$ cat config.mk
export PLATFORM = sky130hd
export DESIGN_NAME = ib_mul_8x8_s0_l4
export DESIGN_NICKNAME = d
export VERILOG_FILES = /design/src/rtl/ib_mul_8x8_s0_l4.sv
export SDC_FILE = /design/constraint.sdc
export NUM_CORES = 1
export LEC_CHECK = 0
export ABC_AREA = 1
export BUFFER_PORTS_ARGS = -buffer_cell sky130_fd_sc_hd__buf_4
export CAP_MARGIN = 15
export CORE_ASPECT_RATIO = 0.75
export CORE_MARGIN = 2
export CORE_UTILIZATION = 46
export DETAILED_ROUTE_END_ITERATION = 7
export SLEW_MARGIN = 25
export SYNTH_ARGS = -nofsm -noshare
export SYNTH_HDL_FRONTEND = slang
export SYNTH_SLANG_ARGS = --single-unit
$ cat constraint.sdc
create_clock -name i_clk -period 4.1 [get_ports i_clk]
set_clock_uncertainty 0.1 [all_clocks]
set_input_delay 0.205 -clock i_clk [delete_from_list [all_inputs] [get_ports i_clk]]
set_output_delay 0.205 -clock i_clk [all_outputs]
set_load 0.05 [all_outputs]
$ cat src/rtl/ib_mul_8x8_s0_l4.sv
// Unsigned 8x8 radix-4 shift-add multiplier, four BUSY cycles per product.
// Build option IB_MUL_DONE_PULSE_EN turns o_done into a one-cycle pulse (default: sticky until next start/reset).
module ib_mul_8x8_s0_l4 (
    input  logic        i_clk,
    input  logic        i_nrst,
    input  logic        i_start,
    input  logic [7:0]  i_a,
    input  logic [7:0]  i_b,
    output logic [15:0] o_c,
    output logic        o_done
);

    typedef enum logic [1:0] {
        ST_IDLE = 2'd0,
        ST_BUSY = 2'd1,
        ST_DONE = 2'd2
    } state_t;

    state_t      state_r;
    state_t      state_nxt_s;
    logic [1:0]  step_r;
    logic [1:0]  step_nxt_s;
    logic [7:0]  a_r;
    logic [7:0]  a_nxt_s;
    logic [7:0]  b_r;
    logic [7:0]  b_nxt_s;
    logic [15:0] acc_r;
    logic [15:0] acc_nxt_s;
    logic [15:0] c_r;
    logic [15:0] c_nxt_s;
    logic        done_r;
    logic        done_nxt_s;
    logic [1:0]  digit_s;
    logic [15:0] term_s;
    logic [15:0] sum_s;

    // a * digit, placed at the weight of the current radix-4 digit
    function automatic logic [15:0] radix4_term(input logic [7:0] a,
                                                input logic [1:0] digit,
                                                input logic [1:0] step);
        logic [9:0] mult;
        case (digit)
            2'd0:    mult = 10'd0;
            2'd1:    mult = {2'd0, a};
            2'd2:    mult = {1'b0, a, 1'b0};
            2'd3:    mult = {2'd0, a} + {1'b0, a, 1'b0};
            default: mult = 10'd0;
        endcase
        return {6'd0, mult} << {step, 1'b0};
    endfunction

    // Current digit of the captured multiplier and the running sum
    always_comb begin
        digit_s = b_r[{step_r, 1'b0} +: 2];
        term_s  = radix4_term(a_r, digit_s, step_r);
        sum_s   = acc_r + term_s;
    end

    // Next-state and datapath updates; a start request overrides any state
    always_comb begin
        state_nxt_s = state_r;
        step_nxt_s  = step_r;
        a_nxt_s     = a_r;
        b_nxt_s     = b_r;
        acc_nxt_s   = acc_r;
        c_nxt_s     = c_r;
        done_nxt_s  = done_r;
        if (i_start) begin
            a_nxt_s     = i_a;
            b_nxt_s     = i_b;
            acc_nxt_s   = 16'd0;
            done_nxt_s  = 1'b0;
            step_nxt_s  = 2'd0;
            state_nxt_s = ST_BUSY;
        end else begin
            case (state_r)
                ST_IDLE: begin
                    state_nxt_s = ST_IDLE;
                end
                ST_BUSY: begin
                    acc_nxt_s = sum_s;
                    if (step_r == 2'd3) begin
                        c_nxt_s     = sum_s;
                        done_nxt_s  = 1'b1;
                        step_nxt_s  = 2'd0;
                        state_nxt_s = ST_DONE;
                    end else begin
                        step_nxt_s  = step_r + 2'd1;
                    end
                end
                ST_DONE: begin
`ifdef IB_MUL_DONE_PULSE_EN
                    done_nxt_s = 1'b0;
`else
                    done_nxt_s = 1'b1;
`endif
                end
                default: begin
                    state_nxt_s = ST_IDLE;
                    step_nxt_s  = 2'd0;
                    done_nxt_s  = 1'b0;
                end
            endcase
        end
    end

    // State and datapath registers with synchronous reset
    always_ff @(posedge i_clk) begin
        if (i_nrst) begin
            state_r <= ST_IDLE;
            step_r  <= 2'd0;
            a_r     <= 8'd0;
            b_r     <= 8'd0;
            acc_r   <= 16'd0;
            c_r     <= 16'd0;
            done_r  <= 1'b0;
        end else begin
            state_r <= state_nxt_s;
            step_r  <= step_nxt_s;
            a_r     <= a_nxt_s;
            b_r     <= b_nxt_s;
            acc_r   <= acc_nxt_s;
            c_r     <= c_nxt_s;
            done_r  <= done_nxt_s;
        end
    end

    assign o_c    = c_r;
    assign o_done = done_r;

endmodule

After elaboration in Yosys (flattened, before gate mapping)
Cells that the tools add are included.
- bits of input ports: 19
- word-level logic and storage cells: 41
- register bits after elaboration: 53
- add/subtract/negate cells: 3
- eq/ne operators: 9
- reductions and logical operators: 8
- mux-type cells: 8
- shift operators: 2
- bitwise gates (word level): 3
- operators with widths (cell ; count):
    10-bit case mux with 4 select lines ; 1
    16-bit adder ; 1
    10-bit by 3-bit left shift with 16-bit output ; 1
    8-bit by 9-bit adder with 10-bit output ; 1
    2-bit equality test, second input constant ; 4
    2-bit case mux with 2 select lines ; 2
    8-bit by 4-bit variable part select with 2-bit output ; 1
    2-bit AND reduction ; 3
    2-bit by 1-bit equality test with 1-bit output, second input constant ; 2
    2-bit logical NOT ; 2
    2-bit two-way mux ; 2
    2-bit inequality test, second input constant ; 2
    2-bit OR reduction ; 2
    3-bit inequality test, second input constant ; 1
    1-bit NOT ; 3
    1-bit case mux with 3 select lines ; 1
    3-bit AND reduction ; 1
    2-bit by 1-bit adder with 2-bit output, second input constant ; 1
    1-bit two-way mux ; 2

Logic depth before layout (Yosys ltp)
Gate-level depths: netlist (run 1).
- depth in word-level cells: 5
- gate-level depth with buffers: 24
- gate-level depth less buffers: 24

Worst setup path before layout (run 1)
No wires, ideal clock.
- path type: reg-to-reg
- start point: register a_r[1]
- end point: register c_r[13] (netlist: o_c[13])
- period minus slack after synthesis: 3.031 ns
- path buffers: 0
- arrival: 2.822 ns
- path slack: 1.069 ns
- library setup time: 0.109 ns
- stages on the path, launching flop included: 24
- cells stage by stage: dfxtp_1 > ha_1 > inv_1 > fa_1 > inv_1 > nand2_1 > nand2_1 > and2_1 > nand2_1 > nand3_1 > nand4_1 > nand3_1 > nand2_1 > ha_1 > nand2_1 > inv_1 > a21boi_0 > inv_1 > a21oi_1 > nand2_1 > nand2_1 > nand3_1 > nand2_1 > inv_1
- word-level cells in the longest chain between the ends: 4
- ends and longest elaborated chain (element ; RTL line ; RTL):
    from (decl) ; 23 ; logic [7:0] a_r;
    from (signal assigned) ; 120 ; a_r <= a_nxt_s;
    8-bit by 9-bit adder with 10-bit output ; 46 ; 2'd3: mult = {2'd0, a} + {1'b0, a, 1'b0};
    10-bit case mux with 4 select lines (*) ; 42 ; case (digit)
    10-bit by 3-bit left shift with 16-bit output (*) ; 49 ; return {6'd0, mult} << {step, 1'b0};
    16-bit adder (*) ; 56 ; sum_s = acc_r + term_s;
    to (signal assigned) ; 123 ; c_r <= c_nxt_s;
    to (decl) ; 29 ; logic [15:0] c_r;
Mark *: on every way between the ends. The rest lies on a longest branch, timed or not.
A chain may end at the register's enable or synchronous reset.

Worst setup path after layout (run 1)
- start point: register step_r[0]
- end point: register acc_r[14]
- word-level cells in the longest chain between the ends: 5
- elaborated cells between the ends (all ways): 8
- classes of those cells: 1 x add/sub; 3 x eq/ne; 2 x shift; 1 x mux; 1 x reduce/logical
- ends and longest elaborated chain (element ; RTL line ; RTL):
    from (decl) ; 21 ; logic [1:0] step_r;
    from (signal assigned) ; 119 ; step_r <= step_nxt_s;
    8-bit by 4-bit variable part select with 2-bit output ; 54 ; digit_s = b_r[{step_r, 1'b0} +: 2];
    2-bit equality test (tied with other cells) ; 42 ;
    10-bit case mux with 4 select lines ; 42 ;
    10-bit by 3-bit left shift with 16-bit output (*) ; 49 ;
    16-bit adder (*) ; 56 ;
    to (signal assigned) ; 122 ; acc_r <= acc_nxt_s;
    to (decl) ; 27 ; logic [15:0] acc_r;
Marks and branches as above.

==> results of run 1 <==
[routing by layer]
layer  share of wire  vias up  wire length [µm]  global-route usage
met5               0        -                 0                   0
li1                -     1914                 -                   -
met3           0.030        9               283              0.0286
met4           0.013        0               121              0.0615
met2            0.42       65              4010               0.359
met1            0.54     1615              5150               0.344
[path summary, 6_finish.rpt]
check	cells after the start	slack (ns)	endpoint
min reg2reg	2	0.38	acc_r[0]
min	3	0.007	b_r[5]
max	20	0.58	acc_r[14]
max reg2reg	20	0.58	acc_r[14]
[flip-flops by register name (all words and copies together) (netlist names)]
signal,flops
state_r,2
step_r,2
a_r,8
acc_r,16
o_c,16
o_done,1
b_r,8
[power breakdown]
group	internal [mW]	switching (mW)	leakage (nW)
Combinational	0.0686	0.121	1.66
Clock	0.181	0.190	0.0546
Sequential	0.532	0.0169	0.434
[kinds of logic (layout without fill, tap and decap cells)]
| family | count (synthesis) | in the layout | share of synthesized area |
|---|---|---|---|
| simple gates | 298 | 298 | 0.353 |
| buf+inv | 97 | 122 | 0.105 |
| compound gates | 90 | 90 | 0.135 |
| flops | 53 | 53 | 0.287 |
| fa+ha+maj | 29 | 29 | 0.102 |
| xor+xnor | 8 | 8 | 0.0189 |
[worst register-to-register path, stage by stage, from the launching register on]
cell      delay [ns]
dfxtp_2         0.58
inv_4           0.17
nand2_1         0.10
nand3_2         0.06
nand2_2         0.13
inv_2           0.07
nor2_4          0.17
nand2_1         0.07
o211ai_1        0.11
nand2_1         0.12
nor2_1          0.18
inv_1           0.08
fa_1            0.44
o21ai_1         0.32
nand2_1         0.08
nand2_1         0.16
nand4_1         0.15
nand3_1         0.14
nand3_1         0.09
nand2_1         0.07
inv_1           0.03
[area by class of cell]
type | count | share of cell area
clock buffer | 5 | 0.0167
clock inverter | 2 | 0.00940
inverter | 78 | 0.0716
multi-input combinational | 425 | 0.545
sequential | 53 | 0.258
tap | 105 | 0.0318
timing repair buffer | 37 | 0.0673
[per-stage QoR]
stage	setup WS [ns]	utilization	std cells	power (mW)	hold slack, ns
global placement	0.285	0.512	698	0.748	0.326
finish	0.582	0.526	705	1.11	0.00696
floorplan	1.07	-	575	0.692	0.240
CTS	0.297	0.526	705	1.12	0.000231
global route	0.158	0.526	705	1.17	0.0142
detailed placement	0.310	0.512	698	0.748	0.330
[what timing repair did]
item,4_1_cts,5_1_grt
endpoints found under the hold margin,0,0
endpoints found under the setup margin,0,10
resized for setup,0,2
hold buffers,0,0
[synth_stat cells (2+ instances only)]
master    count  area, µm²
fa_1          2       40.0
o211ai_1      3       22.5
xnor2_1       2       17.5
nand4_1      19        119
a31oi_1       2       12.5
or2_1         2       12.5
nand3_2       3       30.0
nor3_1        2       10.0
buf_6         2       22.5
clkbuf_1     12       45.0
o21bai_1      5       37.5
inv_1        74        278
nand3_1      48        240
o21ai_0      39        195
nand3b_1      2       15.0
inv_2         3       11.3
ha_1         27        338
a21oi_1      28        140
buf_2         4       20.0
a21o_1        6       45.0
dfxtp_1      53       1060
nor2_4        2       22.5
o21ai_1       3       15.0
a211oi_1      2       15.0
nor2_1       96        360
xor2_1        6       52.6
nand2_1     116        435
==> metrics.csv, run 1 <==
metric,value,unit
Power Dens Cells,269,nW/µm²
IO Pins,36,
Die Ht,81.7,µm
Iter 0 DRT Violations,198,
DR WL/cell,13.6,µm
endpoints failing setup,0,
CP Buf/Inv Count,4,
most frequent cells in the layout,"nand2_1, nor2_1, inv_1, dfxtp_1, nand3_1",
Setup CP Type,register to register,
design area,4130,µm²
peak supply drop,0.000203,V
fraction of layout cells with a size suffix above 1,0.100,
TritonCTS clock tree,built,
setup_tns,0,ns
core area,7850,µm²
die area,8780,µm²
Mean Syn Cell Area,6.43,µm²
total number of vias,3603,
Final nets,648,
final hold violations,0,
vias per cell,5.11,
critical path startpoint category,register,
sequential fraction of the synthesis area,0.287,
"EDFF count, synth",0,
slowest CP cell,dfxtp_2,
vias in the first global route,3275,
P_leak,2.15,nW
Worst path max stage delay,0.58,ns
crit path max fanout,17,
initial antenna violation count,0,
count of different cell masters after synthesis,39,
CP Launch Point,step_r[0],
1st-pass router iterations,4,
Main synth FF type,dfxtp_1,
HPWL after detailed placement,7280,µm
Die W,108,µm
first-pass GRT wire length,16100,µm
syn nets,623,
Post-synth ARST share,0,
class of the worst hold path,input port to register,
register area,1060,µm²
"Clk Latency, worst-skew pair",0.32,ns
"delay-heaviest family, CP",simple AND/OR/NAND/NOR gates,
clk slew on worst S/H paths,0.11,ns
DRC errors left,0,
# clock sinks,53,
Fillers,832,
grt total ovfl,0,
Mapped Cells,575,
largest net degree at the start of global routing,28,
# Post-CTS Setup Buffers,0,
cell mode on critical path,nand2_1,
Synth Register Bits,53,
Bufs on Longest Clock Path,2,
status,"finished, final reports clean",
crit share post-route,0.858,
Routed WL,9570,µm
Cell Rows,28,
worst-margin pin slew,0.800,ns
Syn. warnings,0,
Placed Area,4020,µm²
post-route ant nets,0,
gr usage total,0.233,
Worst Path Required,4.23,ns
Initial Util,0.471,
fmax,0.284,GHz
H-tree levels,2,
number of max-slew violations in the final report,0,
Worst Min Path Start,i_b[5],
Worst setup EP type,register,
Slew Limit Headroom,0.464,
placer's final routability congestion estimate,0.914,
"commonest non-fill, non-tap cell in the layout",nand2_1,
MaxCap Viol Count,0,
CP Cell Sequence,inv_4 -> nand2_1 -> nand3_2 -> nand2_2 -> inv_2 -> nor2_4 -> nand2_1 -> o211ai_1 -> nand2_1 -> nor2_1 -> inv_1 -> fa_1 -> o21ai_1 -> nand2_1 -> nand2_1 -> nand4_1 -> nand3_1 -> nand3_1 -> nand2_1 -> inv_1,
TritonCTS Buffers,5,
RSZ-0062 raised after global routing,no,
clock root cell,clkbuf_8,
Post-Syn Area,3700,µm²
Port Buffer Count,35,
Reg2Reg Launch Point,step_r[0],
# diodes,0,
Crit path arrival time,3.65,ns
Multi-input gate area,2250,µm²
synth-to-layout area growth,11.6,%
Final min period,3.52,ns
(Power assumes the default switching activity.)
==> run 2, diff against run 1 <==
--- a/config.mk
+++ b/config.mk
@@ -12,6 +12,8 @@
 export CORE_MARGIN = 2
 export CORE_UTILIZATION = 46
 export DETAILED_ROUTE_END_ITERATION = 7
+export RECOVER_POWER = 25
+export SKIP_CTS_REPAIR_TIMING = 1
 export SLEW_MARGIN = 25
 export SYNTH_ARGS = -nofsm -noshare
 export SYNTH_HDL_FRONTEND = slang
==> metrics.csv, run 2 (synthesis results as in run 1) <==
metric,value,unit,change
Die Ht,81.7,µm,unchanged
crit share post-route,0.859,,+0.00144
initial antenna violation count,0,,unchanged
IO Pins,36,,unchanged
clk slew on worst S/H paths,0.11,ns,about the same
1st-pass router iterations,5,,+1
Fillers,835,,+0.36%
"commonest non-fill, non-tap cell in the layout",nand2_1,,
hold_ws,0.00708,ns,+0.000117 ns
vias per cell,5.13,,+0.36%
Die W,108,µm,unchanged
"delay-heaviest family, CP",simple AND/OR/NAND/NOR gates,,
Worst path max stage delay,0.58,ns,about the same
fraction of layout cells with a size suffix above 1,0.0900,,-0.0100
P_leak,2.13,nW,-1.2%
Worst setup EP type,register,,
DRC errors left,0,,unchanged
worst-margin pin slew,0.799,ns,-0.00143 ns
Cell Rows,28,,unchanged
Crit path arrival time,3.66,ns,about the same
synth-to-layout area growth,11.0,%,
Iter 0 DRT Violations,199,,+0.51%
Worst Path Required,4.23,ns,about the same
total number of vias,3616,,+0.36%
Placed Cells incl. Taps,698,,unchanged
clock root cell,clkbuf_8,,
first-pass GRT wire length,16100,µm,unchanged
total power,1.11,mW,about the same
final hold violations,0,,unchanged
number of max-slew violations in the final report,0,,unchanged
Final Non-Filler Cells,705,,unchanged
design area,4100,µm²,-0.55%
register area,1060,µm²,unchanged
grt total ovfl,0,,unchanged
Routed WL,9590,µm,+0.23%
peak supply drop,0.000202,V,-0.31%
endpoints failing setup,0,,unchanged
slowest CP cell,dfxtp_2,,
Bufs on Longest Clock Path,2,,unchanged
most frequent cells in the layout,"nand2_1, nor2_1, inv_1, dfxtp_1, nand3_1",,
RSZ-0062 raised after global routing,no,,
TritonCTS Buffers,5,,unchanged
H-tree levels,2,,unchanged
status,"finished, final reports clean",,
vias in the first global route,3275,,unchanged
dpl ws,0.310,ns,unchanged
Final min period,3.52,ns,+0.00590 ns
fmax,0.284,GHz,-0.17%
TritonCTS clock tree,built,,
setup_tns,0,ns,unchanged
# diodes,0,,unchanged
"Core Util, Final",0.523,,-0.00287
core area,7850,µm²,unchanged
Setup CP Type,register to register,,
gr usage total,0.233,,unchanged
die area,8780,µm²,unchanged
crit path max fanout,17,,unchanged
CP Buf/Inv Count,4,,unchanged
# clock sinks,53,,unchanged
Initial Util,0.471,,unchanged
placer's final routability congestion estimate,0.914,,unchanged
Power Dens Cells,270,nW/µm²,+0.49%
Multi-input gate area,2250,µm²,unchanged
DR WL/cell,13.6,µm,+0.23%
largest net degree at the start of global routing,28,,unchanged
class of the worst hold path,input port to register,,
MaxCap Viol Count,0,,unchanged
Placed Area,4020,µm²,unchanged
HPWL after detailed placement,7280,µm,unchanged
Port Buffer Count,35,,unchanged
CP Cell Sequence,inv_4 -> nand2_1 -> nand3_2 -> nand2_2 -> inv_2 -> nor2_4 -> nand2_1 -> o211ai_1 -> nand2_1 -> nor2_1 -> inv_1 -> fa_1 -> o21ai_1 -> nand2_1 -> nand2_1 -> nand4_1 -> nand3_1 -> nand3_1 -> nand2_1 -> inv_1,,
Final WS setup,0.576,ns,-0.00590 ns
cell mode on critical path,nand2_1,,
critical path startpoint category,register,,
post-route ant nets,0,,unchanged
"Clk Latency, worst-skew pair",0.32,ns,about the same
Final nets,648,,unchanged
Slew Limit Headroom,0.465,,+0.000958
==> run 2: cell count changes in the layout (fill, tap and decap cells not counted), sizes merged <==
| cell | delta |
|---|---|
| buf | -6 |
| clkbuf | +6 |
==> run 2: area by class of cell <==
| class | count | area share |
|---|---|---|
| inverters | 78 | 0.0720 |
| clock buffers | 5 | 0.0168 |
| multi-input cells | 425 | 0.548 |
| repair buffers | 37 | 0.0622 |
| clock inverters | 2 | 0.00945 |
| flip-flops and latches | 53 | 0.259 |
| well taps | 105 | 0.0320 |
==> run 2: layer usage <==
| metal | global-route usage | vias to the layer above | part of all wire |
|---|---|---|---|
| li1 | - | 1913 | - |
| met1 | 0.344 | 1611 | 0.53 |
| met2 | 0.359 | 83 | 0.42 |
| met3 | 0.0286 | 9 | 0.037 |
| met4 | 0.0615 | 0 | 0.013 |
| met5 | 0 | - | 0 |
==> run 2: power breakdown <==
part / internal [mW] / switching, mW / leakage, nW
registers: 0.532 / 0.0169 / 0.434
clock network: 0.181 / 0.190 / 0.0546
logic: 0.0682 / 0.121 / 1.64
==> run 2: worst reg2reg max path: cells and delay by family (launching register included) <==
kind	cells	cell delay, ns
flops	1	0.58
buf+inv	4	0.35
fa+ha+maj	1	0.44
compound gates	2	0.43
simple gates	13	1.52
==> run 2: final timing paths <==
path,depth (start not counted),endpoint,slack [ns],startpoint
setup / recovery,20,acc_r[14],0.58,step_r[0]
hold / removal,3,b_r[5],0.007,i_b[5]
setup reg to reg,20,acc_r[14],0.58,step_r[0]
hold reg to reg,2,acc_r[0],0.38,acc_r[0]
